**src/rtl/domain_rst_seq.sv**
```systemverilog
`default_nettype none
// ============================================================================
// Module   : domain_rst_seq
// Purpose  : Reset and clock-enable sequencer for a multi-clock system.
//            After reset it walks the domains in index order, enabling each
//            domain clock and then releasing its reset, with a programmable
//            gap between steps. In normal operation it services per-domain
//            software reset requests with an assert / gate / ungate /
//            release handshake, one domain at a time, lowest index first.
// Ports    :
//   clk_i          sequencer clock (always-on reference)
//   rst_i          synchronous active-high reset
//   gap_cfg_i      gap G in clk cycles (0 is treated as 1), latched at the
//                  start of each sequence
//   sw_rst_req_i   per-domain level request, held until its ack pulses
//   dom_rst_n_o    per-domain active-low reset (registered)
//   clk_en_o       per-domain clock enable (registered)
//   sw_rst_ack_o   per-domain one-cycle completion pulse
//   seq_busy_o     high while a power-up or software sequence is running
//   seq_done_o     one-cycle pulse when the power-up sequence completes
// Revision : 1.0 - initial release
// ============================================================================
module domain_rst_seq #(
  parameter int NUM_DOMAINS = 4,
  parameter int GAP_WIDTH   = 8
) (
  input  logic                   clk_i,
  input  logic                   rst_i,
  input  logic [GAP_WIDTH-1:0]   gap_cfg_i,
  input  logic [NUM_DOMAINS-1:0] sw_rst_req_i,
  output logic [NUM_DOMAINS-1:0] dom_rst_n_o,
  output logic [NUM_DOMAINS-1:0] clk_en_o,
  output logic [NUM_DOMAINS-1:0] sw_rst_ack_o,
  output logic                   seq_busy_o,
  output logic                   seq_done_o
);

  localparam int                 c_IDX_W = $clog2(NUM_DOMAINS);
  localparam logic [c_IDX_W-1:0] c_LAST  = c_IDX_W'(NUM_DOMAINS - 1);

  typedef enum logic [2:0] {
    ST_PWR_EN    = 3'd0,
    ST_PWR_REL   = 3'd1,
    ST_RUN       = 3'd2,
    ST_SW_ASSERT = 3'd3,
    ST_SW_GATE   = 3'd4,
    ST_SW_UNGATE = 3'd5
  } state_t;

  state_t                   state_q,     state_d;
  logic [c_IDX_W-1:0]       idx_q,       idx_d;
  logic [GAP_WIDTH-1:0]     cnt_q,       cnt_d;
  logic [GAP_WIDTH-1:0]     gap_q,       gap_d;
  logic [NUM_DOMAINS-1:0]   dom_rst_n_q, dom_rst_n_d;
  logic [NUM_DOMAINS-1:0]   clk_en_q,    clk_en_d;
  logic [NUM_DOMAINS-1:0]   ack_q,       ack_d;
  logic                     busy_q,      busy_d;
  logic                     done_q,      done_d;

  logic [GAP_WIDTH-1:0]     w_gap_sel;
  logic [GAP_WIDTH-1:0]     w_gap_sel_m1;
  logic [GAP_WIDTH-1:0]     w_gap_m1;
  logic                     w_cnt_zero;
  logic                     w_req_any;
  logic [c_IDX_W-1:0]       w_req_idx;

  // A zero configuration still means a one-cycle gap.
  assign w_gap_sel    = (gap_cfg_i == '0) ? GAP_WIDTH'(1) : gap_cfg_i;
  assign w_gap_sel_m1 = w_gap_sel - GAP_WIDTH'(1);
  assign w_gap_m1     = gap_q - GAP_WIDTH'(1);
  assign w_cnt_zero   = (cnt_q == '0);
  assign w_req_any    = |sw_rst_req_i;

  // Fixed-priority encoder: scanning downward lets the lowest set bit win.
  always_comb begin
    w_req_idx = '0;
    for (int k = NUM_DOMAINS - 1; k >= 0; k--) begin
      if (sw_rst_req_i[k]) begin
        w_req_idx = c_IDX_W'(k);
      end
    end
  end

  // State and output registers.
  always_ff @(posedge clk_i) begin
    if (rst_i) begin
      state_q     <= ST_PWR_EN;
      idx_q       <= '0;
      cnt_q       <= '0;
      gap_q       <= GAP_WIDTH'(1);
      dom_rst_n_q <= '0;
      clk_en_q    <= '0;
      ack_q       <= '0;
      busy_q      <= 1'b1;
      done_q      <= 1'b0;
    end else begin
      state_q     <= state_d;
      idx_q       <= idx_d;
      cnt_q       <= cnt_d;
      gap_q       <= gap_d;
      dom_rst_n_q <= dom_rst_n_d;
      clk_en_q    <= clk_en_d;
      ack_q       <= ack_d;
      busy_q      <= busy_d;
      done_q      <= done_d;
    end
  end

  // Next-state and next-output logic. Each timed step waits until the gap
  // counter reaches zero, performs its action and reloads the counter with
  // G-1, so consecutive actions land exactly G edges apart.
  always_comb begin
    state_d     = state_q;
    idx_d       = idx_q;
    cnt_d       = cnt_q;
    gap_d       = gap_q;
    dom_rst_n_d = dom_rst_n_q;
    clk_en_d    = clk_en_q;
    ack_d       = '0;
    busy_d      = busy_q;
    done_d      = 1'b0;

    if (!w_cnt_zero) begin
      cnt_d = cnt_q - GAP_WIDTH'(1);
    end

    case (state_q)
      ST_PWR_EN: begin
        if (w_cnt_zero) begin
          // Index 0 in this state only occurs on the first cycle out of
          // reset, which is where the power-up gap is captured.
          if (idx_q == '0) begin
            gap_d = w_gap_sel;
            cnt_d = w_gap_sel_m1;
          end else begin
            cnt_d = w_gap_m1;
          end
          clk_en_d[idx_q] = 1'b1;
          state_d         = ST_PWR_REL;
        end
      end

      ST_PWR_REL: begin
        if (w_cnt_zero) begin
          dom_rst_n_d[idx_q] = 1'b1;
          if (idx_q == c_LAST) begin
            done_d  = 1'b1;
            busy_d  = 1'b0;
            state_d = ST_RUN;
          end else begin
            idx_d   = idx_q + c_IDX_W'(1);
            cnt_d   = w_gap_m1;
            state_d = ST_PWR_EN;
          end
        end
      end

      ST_RUN: begin
        // Skipping arbitration while an ack is out gives the finished
        // requester one cycle to drop its request before it could win again.
        if ((ack_q == '0) && w_req_any) begin
          idx_d                  = w_req_idx;
          gap_d                  = w_gap_sel;
          cnt_d                  = w_gap_sel_m1;
          dom_rst_n_d[w_req_idx] = 1'b0;
          busy_d                 = 1'b1;
          state_d                = ST_SW_ASSERT;
        end
      end

      ST_SW_ASSERT: begin
        if (w_cnt_zero) begin
          clk_en_d[idx_q] = 1'b0;
          cnt_d           = w_gap_m1;
          state_d         = ST_SW_GATE;
        end
      end

      ST_SW_GATE: begin
        if (w_cnt_zero) begin
          clk_en_d[idx_q] = 1'b1;
          cnt_d           = w_gap_m1;
          state_d         = ST_SW_UNGATE;
        end
      end

      ST_SW_UNGATE: begin
        if (w_cnt_zero) begin
          dom_rst_n_d[idx_q] = 1'b1;
          ack_d[idx_q]       = 1'b1;
          busy_d             = 1'b0;
          state_d            = ST_RUN;
        end
      end

      default: begin
        state_d = ST_PWR_EN;
      end
    endcase
  end

  assign dom_rst_n_o  = dom_rst_n_q;
  assign clk_en_o     = clk_en_q;
  assign sw_rst_ack_o = ack_q;
  assign seq_busy_o   = busy_q;
  assign seq_done_o   = done_q;

endmodule
`default_nettype wire

```
**config.mk**
```make
export PLATFORM = sky130hd
export DESIGN_NAME = domain_rst_seq
export DESIGN_NICKNAME = d
export VERILOG_FILES = /design/src/rtl/domain_rst_seq.sv
export SDC_FILE = /design/constraint.sdc
export NUM_CORES = 1
export LEC_CHECK = 0
export BUFFER_PORTS_ARGS = -buffer_cell sky130_fd_sc_hd__buf_2
export CAP_MARGIN = 20
export CORE_MARGIN = 2
export CORE_UTILIZATION = 64
export CTS_BUF_LIST = sky130_fd_sc_hd__clkbuf_2 sky130_fd_sc_hd__clkbuf_4 sky130_fd_sc_hd__clkbuf_8
export DETAILED_ROUTE_END_ITERATION = 12
export GPL_ROUTABILITY_DRIVEN = 0
export GPL_TIMING_DRIVEN = 0
export MAX_ROUTING_LAYER = met4
export PLACE_DENSITY_LB_ADDON = 0.25
export SYNTH_ARGS = -nofsm -noshare
export SYNTH_HDL_FRONTEND = slang
export SYNTH_SLANG_ARGS = --single-unit
```
**constraint.sdc**
```tcl
create_clock -name clk_i -period 5.93 [get_ports clk_i]
set_input_delay 1.186 -clock clk_i [delete_from_list [all_inputs] [get_ports clk_i]]
set_output_delay 1.186 -clock clk_i [all_outputs]
set_load 0.02 [all_outputs]
```
==> run_results.csv, run 1 <==
group,metric,value,unit
logic_synthesis,async_flop_share,0,
die,start_util,0.6614,
cts,clk_pin_slew,0.11,ns
power,p_switching,0.0004341,W
detailed_routing,post_drt_wl_per_cell,15.56,um
cts,htreeDepth,2,
cts,clock_path_buffers,2,
sta,fin_crit_sh,0.4979,
finish,final_util,0.7364,
logic_synthesis,syn_inst,280,
sta,drv_slew,0,
place,hpwl,4292,um
sta,rsz0062_at_grt,"no",
place,dp_slack,2.692,ns
sta,fin_tns_setup,0,ns
sta,tightest_slew,0.8661,ns
detailed_routing,first_pass_iters,5,
critical_path,crit_arrival,3.23,ns
logic_synthesis,yosysTopAreaCell,"dfxtp_1",
finish,insertedDiodeCount,0,
cts,tritoncts,"built",
logic_synthesis,synth_most_common_cell,"dfxtp_1",
logic_synthesis,synth_nets,302,
global_route,grt_use_met3,0.07207,
place,port_buffers,27,
job,maxCapViolations,0,
hold_path,worstHoldPathType,"register to register",
global_route,use_met2,0.4583,
global_route,antenna_found_initial,0,
die,die_area,0.003934,mm2
cts,cts_buffers,5,
critical_path,rrSetupSlack,3.19,ns
critical_path,path_cells,"buf_2, nor2_1, a31o_2, inv_1, ha_1, nor3b_1, mux2i_1, o41ai_1, a311oi_1, a21boi_0",
critical_path,r2r_cells,7,
cts,clock-root-buffer,"clkbuf_4",
critical_path,cp_slowest_cell,"nor3b_1",
logic_synthesis,yosysUniqueCellTypes,50,
die,coreArea,0.003337,mm2
detailed_routing,vias,2236,
critical_path,endpoint_kind,"register",
logic_synthesis,synth_area_leaders,"dfxtp_1, nor2_1, nand2_1, ha_1, mux2i_1",
sta,hold_violations,0,
critical_path,crit_family,"compound AO/OA/AOI/OAI gates",
sta,max_freq,338.7,MHz
cts,postCtsSetupBuffers,0,
global_route,grt_max_degree,12,
power,p_comb_frac,0.530,
logic_synthesis,synth_edf_count,0,
global_route,grt_pass1_vias,2016,
power,p_int,0.0005582,W
die,io_pins,28,
global_route,busiest_layer,"met2",
logic_synthesis,ys_seq_area_frac,0.3175,
finish,drive_gt1_frac,0.1587,
logic_synthesis,synthFlopType,"dfxtp_1",
die,die_height,62.73,um
sta,min_period,2.953,ns
power,ir_drop,297.2,uV
logic_synthesis,synth.top_cell.area_share,0.3175,
cts,clk_latency,0.34,ns
finish,syn2layout_area_growth,11.34,%
die,rows,21,
detailed_routing,drc_errors,0,
sta,setup_ws,2.977,ns
critical_path,crit_type,"input port to register",
detailed_routing,totalWireLength,5616,um
critical_path,crit_path_max_fanout,7,
critical_path,crit_buf_inv,2,
global_route,gr-total-overflow,0,
critical_path,worst_setup_path_start_kind,"input port",
global_route,grt.total_usage,0.3101,
power,p_clk_frac,0.130,
cts,numClockSinks,35,
hold_path,hold_depth,2,
die,chipWidth,62.73,um
cts,postCtsResizedCells,0,
power,seq_power_share,0.340,
power,swShare,0.4375,
power,power.density,403.8,mW/mm2
critical_path,reg2reg_from,"cnt_q[0]",
status,outcome,"completed",
detailed_routing,vias_per_cell,6.194,
logic_synthesis,ys_warn_count,0,
logic_synthesis,yosys-top-cells-count,"dfxtp_1, nor2_1, nand2_1, a21oi_1, inv_1",
critical_path,critPathRequiredTime,6.21,ns
logic_synthesis,syn-cell-area,0.002207,mm2
detailed_routing,drtIter0Drc,199,
logic_synthesis,synth-seq-cells,35,
global_route,grt.met1_usage,0.4240,
logic_synthesis,syn_area_per_cell,7.883,um2
critical_path,r2r-end,"idx_q[0]",
power,p_leak,0.9547,nW
critical_path,cpPeakStageDelay,0.40,ns
finish,final_net_count,336,
sta,setup_viol,0,
cts,ctsHoldBuffers,0,
global_route,grt_pass1_wl,9446,um
sta,relSlewSlack,0.4182,
sta,clock_skew,0.01347,ns
detailed_routing,ant_nets,0,
==> worst max path at each step <==
stage | cells after the start | start | end | slack [ns]
final | 10 | gap_cfg_i[3] | cnt_q[6] | 2.98
after floorplan | 9 | gap_cfg_i[5] | cnt_q[6] | 3.12
after global placement | 10 | gap_cfg_i[5] | cnt_q[6] | 2.71
after global routing | 10 | gap_cfg_i[5] | cnt_q[6] | 2.88
after detailed placement | 10 | gap_cfg_i[5] | cnt_q[6] | 2.69
after CTS | 10 | gap_cfg_i[5] | cnt_q[6] | 3.04
==> cell families after synthesis <==
logic type	synth area share
DFF	0.3175
and+or+nand+nor	0.3056
xor gates and xnor gates	0.04762
muxes	0.05045
buffers and inverters	0.04308
AOI/OAI and AO/OA	0.1905
adders and majority gates	0.04535
==> layer usage <==
layer | wire length, um | vias to the layer above
li1 | - | 1073
met1 | 2544 | 1027
met2 | 2439 | 121
met3 | 524 | 15
met4 | 107 | 0
met5 | 0 | -
==> worst min-delay path, delay by kind of cell, from the launching register on <==
family          cells  cell delay (ns)
flops               1             0.32
simple gates        1             0.05
compound gates      1             0.05
==> metrics by stage <==
| step | instance area (um2) | instances | total power, W | hold WS, ns |
|---|---|---|---|---|
| after floorplan | 2207 | 280 | 0.0007324 | 0.4819 |
| after global placement | 2400 | 353 | 0.0008388 | 0.4357 |
| after detailed placement | 2400 | 353 | 0.0008517 | 0.4420 |
| after CTS | 2457 | 361 | 0.0009826 | 0.4572 |
| after global routing | 2457 | 361 | 0.001066 | 0.4868 |
| final | 2457 | 361 | 0.0009923 | 0.4532 |
==> cell type report <==
class,instances,area [um2]
plain buffers,11,50.05
clock buffers,6,45.04
clock inverters,2,12.51
fillers,303,879.6
inverters,12,45.04
multi-input cells,222,1411
flip-flops and latches,35,700.7
well taps,46,57.56
repair buffers,27,135.1
==> power groups by stage <==
stage / combinational, W / sequential, W / clock [W]
3_5_place_dp: 0.000511 / 0.000341 / 0
4_1_cts: 0.000513 / 0.000336 / 0.000134
5_1_grt: 0.000577 / 0.000344 / 0.000145
2_1_floorplan: 0.000399 / 0.000334 / 0
6_report: 0.000526 / 0.000337 / 0.000129
3_3_place_gp: 0.000502 / 0.000337 / 0
==> layout by cell type (no fill, tap or decap), drive strengths merged, types with 4 or more instances in the layout <==
| cell type | netlist | routed |
|---|---|---|
| nor4 | 6 | 6 |
| nand3 | 5 | 5 |
| nor2b | 5 | 5 |
| a311oi | 4 | 4 |
| nor3 | 7 | 7 |
| nor3b | 4 | 4 |
| nand2 | 30 | 30 |
| a22oi | 4 | 4 |
| a21oi | 16 | 16 |
| o21ai | 12 | 12 |
| clkbuf | 9 | 15 |
| or4 | 6 | 6 |
| xnor2 | 5 | 5 |
| inv | 12 | 12 |
| ha | 8 | 8 |
| or3 | 10 | 10 |
| and2 | 5 | 5 |
| mux2i | 10 | 10 |
| xor2 | 7 | 7 |
| a31oi | 4 | 4 |
| nor2 | 31 | 31 |
| dfxtp | 35 | 35 |
| buf | 2 | 29 |
| or2 | 5 | 5 |
| nand2b | 9 | 9 |
No activity file was read; power rests on OpenSTA's default activity.
==> run 2: changes to the inputs <==
Settings changed: CORE_UTILIZATION 64 to 60.
Clock period 5.93 ns to 3 ns, I/O delays scaled along.
==> run 2 against run 1 <==
Cell count increased by 0.55%. Clock power increased to 3.3 times the previous value. Cell area increased by 2.3%. Utilization decreased by 3.9 points. Global-route usage decreased by 1.8 points. Critical path depth decreased by 3. Setup slack got worse by 2.7 ns. Critical path type is now register to register. Critical endpoint is now idx_q[0]. Highest routed layer unchanged.
==> run_results.csv, run 2 (synthesis results as in run 1) <==
group,metric,value,unit
sta,rsz0062_at_grt,"no",
status,outcome,"completed",
global_route,grt_use_met3,0.06250,
die,coreArea,0.003606,mm2
detailed_routing,ant_nets,0,
global_route,antenna_found_initial,0,
cts,postCtsResizedCells,0,
detailed_routing,vias,2207,
detailed_routing,totalWireLength,5573,um
place,dp.cells,355,
global_route,grt.total_usage,0.2923,
critical_path,worst_setup_path_start_kind,"register",
global_route,grt_pass1_vias,1904,
critical_path,critPathRequiredTime,3.16,ns
cts,cts_buffers,5,
finish,final_cell_mix,"dfxtp_1, nor2_1, nand2_1",
detailed_routing,drtIter0Drc,185,
critical_path,r2r_cells,7,
sta,tightest_slew,0.8329,ns
sta,hold_violations,0,
global_route,grt_max_degree,13,
place,hpwl,4148,um
cts,clk_latency,0.29,ns
cts,htreeDepth,2,
cts,ctsHoldBuffers,0,
die,start_util,0.6121,
sta,fin_crit_sh,0.9042,
power,power,0.002130,W
sta,fin_tns_setup,0,ns
critical_path,cp_slowest_cell,"or4b_2",
finish,stdcell_area,0.002515,mm2
die,rows,22,
finish,final_net_count,336,
critical_path,crit_arrival,2.87,ns
power,power.density,847.1,mW/mm2
critical_path,cpPeakStageDelay,0.66,ns
cts,numClockSinks,35,
sta,max_freq,368.6,MHz
hold_path,worstHoldPathType,"register to register",
hold_path,hold_depth,2,
cts,clock_path_buffers,2,
detailed_routing,post_drt_wl_per_cell,15.35,um
finish,drive_gt1_frac,0.1587,
finish,insertedDiodeCount,0,
detailed_routing,vias_per_cell,6.080,
critical_path,path_cells,"inv_1, ha_1, or4b_2, nor4_1, o21ai_0, mux2i_1, a21oi_1",
global_route,busiest_layer,"met2",
die,io_pins,28,
global_route,use_met2,0.4284,
sta,drv_slew,0,
place,port_buffers,27,
critical_path,crit_type,"register to register",
detailed_routing,first_pass_iters,7,
cts,clk_pin_slew,0.08,ns
cts,clock-root-buffer,"clkbuf_8",
detailed_routing,drc_errors,0,
sta,setup_viol,0,
cts,postCtsSetupBuffers,0,
critical_path,endpoint_kind,"register",
power,ir_drop,475.1,uV
global_route,gr-total-overflow,0,
power,p_leak,0.9812,nW
global_route,grt_pass1_wl,9177,um
finish,final_common_cell,"dfxtp_1",
global_route,grt.met1_usage,0.4093,
sta,min_period,2.713,ns
sta,relSlewSlack,0.4405,
sta,clock_skew,0.01416,ns
die,chipWidth,64.65,um
job,maxCapViolations,0,
finish,stdcell_count,363,
finish,syn2layout_area_growth,13.95,%
die,die_height,64.65,um
place,postPlaceCellArea,0.002402,mm2
cts,tritoncts,"built",
die,die_area,0.004180,mm2
critical_path,crit_path_max_fanout,6,
==> run 2: changes by cell type in the layout (fill, tap and decap cells not counted) <==
cell        change
clkinvlp_4      -1
clkinv_4        +1
clkbuf_4        -6
bufinv_16       +1
clkbuf_8        +5
==> run 2: area by class of cell <==
cell class / count / area, um2
plain buffers: 11 / 50.05
inverters: 12 / 45.04
repair buffers: 27 / 135.1
multi-input cells: 222 / 1411
fillers: 313 / 1091
flip-flops and latches: 35 / 700.7
well taps: 48 / 60.06
clock buffers: 5 / 68.82
clock inverters: 3 / 43.79
==> run 2: path summary, 6_finish.rpt <==
| kind | start | endpoint | slack, ns |
|---|---|---|---|
| setup / recovery | cnt_q[0] | idx_q[0] | 0.29 |
| setup reg to reg | cnt_q[0] | idx_q[0] | 0.29 |
| hold / removal | register | register | 0.45 |
| hold reg to reg | register | register | 0.45 |
==> run 2: where the power goes <==
| group | switching (W) | internal [W] | leakage, nW |
|---|---|---|---|
| sequential | 0.000105 | 0.000563 | 0.285 |
| clock | 0.000175 | 0.000247 | 0.0581 |
| combinational | 0.000599 | 0.000442 | 0.638 |
==> run 2: metrics by stage <==
step	util	setup slack [ns]	hold WS, ns
2_1_floorplan	-	0.7784	0.4819
4_1_cts	0.6974	0.3740	0.4538
5_1_grt	0.6974	0.2264	0.4925
3_3_place_gp	0.6662	0.2948	0.4363
3_5_place_dp	0.6662	0.2983	0.4424
6_report	0.6974	0.2874	0.4519
==> run 2: worst max-delay path: cells and delay by family, from the launching register on <==
| family | cells | cell delay (ns) |
|---|---|---|
| DFF | 1 | 0.38 |
| buffers and inverters | 1 | 0.16 |
| and+or+nand+nor | 2 | 1.25 |
| muxes | 1 | 0.20 |
| AOI/OAI and AO/OA | 2 | 0.35 |
| adders and majority gates | 1 | 0.23 |
==> run 2: metal layers <==
| layer | vias up | wire length (um) | share of wire |
|---|---|---|---|
| met2 | 110 | 2467 | 0.44 |
| met3 | 11 | 522 | 0.094 |
| met5 | - | 0 | 0 |
| li1 | 1074 | - | - |
| met1 | 1012 | 2482 | 0.45 |
| met4 | 0 | 100 | 0.018 |
==> run 3: changes to the inputs <==
Settings changed: REMOVE_ABC_BUFFERS from default to 1.
==> run 3 against run 2 <==
Clock-buffer cell count unchanged. Clock skew is 0.0031 ns lower. Via count is 1.4% lower. Die area stayed put. Register-to-register slack lost 0.02 ns. Critical endpoint unchanged.
==> run_results.csv, run 3 (synthesis results as in run 1) <==
group,metric,value,unit
detailed_routing,vias_per_cell,6.185,
critical_path,crit_arrival,2.89,ns
cts,clock_path_buffers,2,
detailed_routing,drtIter0Drc,201,
cts,postCtsSetupBuffers,0,
global_route,grt_pass1_wl,8611,um
power,p_int,0.001226,W
place,port_buffers,27,
cts,tritoncts,"built",
sta,tightest_slew,0.8821,ns
global_route,gr-total-overflow,0,
critical_path,reg2reg_from,"cnt_q[0]",
global_route,antenna_found_initial,0,
die,rows,22,
sta,clock_skew,0.01103,ns
critical_path,critPathRequiredTime,3.16,ns
cts,htreeDepth,2,
cts,postCtsResizedCells,0,
sta,hold_violations,0,
cts,numClockSinks,35,
die,start_util,0.6121,
cts,ctsHoldBuffers,0,
finish,final_cell_mix,"dfxtp_1, nor2_1, nand2_1",
power,swShare,0.4121,
sta,setup_viol,0,
global_route,grt_max_degree,33,
critical_path,crit_path_max_fanout,6,
place,hpwl,3906,um
global_route,grt_pass1_vias,1838,
power,p_comb_frac,0.465,
power,p_switching,0.0008594,W
cts,clk_latency,0.30,ns
power,ir_drop,460.5,uV
critical_path,rrSetupSlack,0.27,ns
finish,stdcell_count,352,
hold_path,hold_depth,2,
power,seq_power_share,0.328,
sta,fin_tns_setup,0,ns
power,power,0.002085,W
die,die_area,0.004180,mm2
sta,drv_slew,0,
die,io_pins,28,
detailed_routing,drc_errors,0,
sta,fin_crit_sh,0.9102,
place,dp_slack,0.2320,ns
cts,clk_pin_slew,0.08,ns
power,p_leak,0.9588,nW
place,dp.cells,344,
finish,drive_gt1_frac,0.1579,
global_route,grt.total_usage,0.2729,
power,p_clk_frac,0.207,
die,die_height,64.65,um
sta,max_freq,366.2,MHz
critical_path,crit_type,"register to register",
critical_path,r2r-end,"idx_q[0]",
critical_path,endpoint_kind,"register",
power,power.density,846.0,mW/mm2
critical_path,worst_setup_path_start_kind,"register",
hold_path,worstHoldPathType,"register to register",
finish,final_net_count,325,
sta,rsz0062_at_grt,"no",
job,maxCapViolations,0,
detailed_routing,post_drt_wl_per_cell,15.13,um
detailed_routing,ant_nets,0,
finish,syn2layout_area_growth,11.68,%
critical_path,r2r_cells,7,
cts,clock-root-buffer,"clkbuf_8",
finish,final_common_cell,"dfxtp_1",
detailed_routing,totalWireLength,5324,um
detailed_routing,vias,2177,
detailed_routing,first_pass_iters,5,
cts,cts_buffers,5,
finish,insertedDiodeCount,0,
die,chipWidth,64.65,um
sta,setup_ws,0.2694,ns
sta,min_period,2.731,ns
sta,relSlewSlack,0.4065,
status,outcome,"completed",
die,coreArea,0.003606,mm2
## run 3: cell types whose count changed in the layout (fill, tap and decap cells not counted), sizes merged
cell    before  now
clkbuf      14    5
buf         29   27
## run 3: per-stage QoR
stage / instance area (um2) / hold WS (ns) / util
after floorplan: 2157 / 0.4820 / -
after global placement: 2352 / 0.4409 / 0.6523
after detailed placement: 2352 / 0.4420 / 0.6523
after CTS: 2465 / 0.4528 / 0.6836
after global routing: 2465 / 0.4822 / 0.6836
final: 2465 / 0.4479 / 0.6836
## run 3: worst max path at each step
stage | startpoint | end | slack (ns)
4_1_cts | cnt_q[0] | idx_q[0] | 0.36
3_3_place_gp | gap_cfg_i[3] | cnt_q[6] | 0.23
3_5_place_dp | gap_cfg_i[3] | cnt_q[6] | 0.23
6_report | cnt_q[0] | idx_q[0] | 0.27
5_1_grt | cnt_q[0] | idx_q[0] | 0.17
2_1_floorplan | gap_cfg_i[5] | cnt_q[6] | 0.78
## run 3: worst max-delay path: stages, from the launching register on
cell and delay, ns:
dfxtp_1 0.38, inv_1 0.16, ha_1 0.22, or4b_2 0.66, nor4_1 0.59, o21ai_0 0.30
mux2i_1 0.20, a21oi_1 0.08
## run 3: area by class of cell
| cell class | instances | area (um2) |
|---|---|---|
| Inverter | 12 | 45.04 |
| Tap cell | 48 | 60.06 |
| Fill cell | 316 | 1141 |
| Timing Repair Buffer | 27 | 135.1 |
| Multi-Input combinational cell | 222 | 1411 |
| Clock inverter | 3 | 43.79 |
| Clock buffer | 5 | 68.82 |
| Sequential cell | 35 | 700.7 |
## run 3: metal layers
metal | vias up | wire length, um | global-route usage
met5 | - | 0 | -
met4 | 0 | 110 | 0.1090
met3 | 13 | 505 | 0.05729
met2 | 103 | 2412 | 0.4049
met1 | 1010 | 2295 | 0.3644
li1 | 1051 | - | -
## run 3: power by group through the flow
stage	Clock [W]	Sequential (W)	Combinational [W]
2_1_floorplan	0	0.000670	0.000741
3_3_place_gp	0	0.000685	0.000932
3_5_place_dp	0	0.000690	0.000943
4_1_cts	0.000432	0.000680	0.000957
5_1_grt	0.000457	0.000696	0.00107
6_report	0.000431	0.000685	0.000970
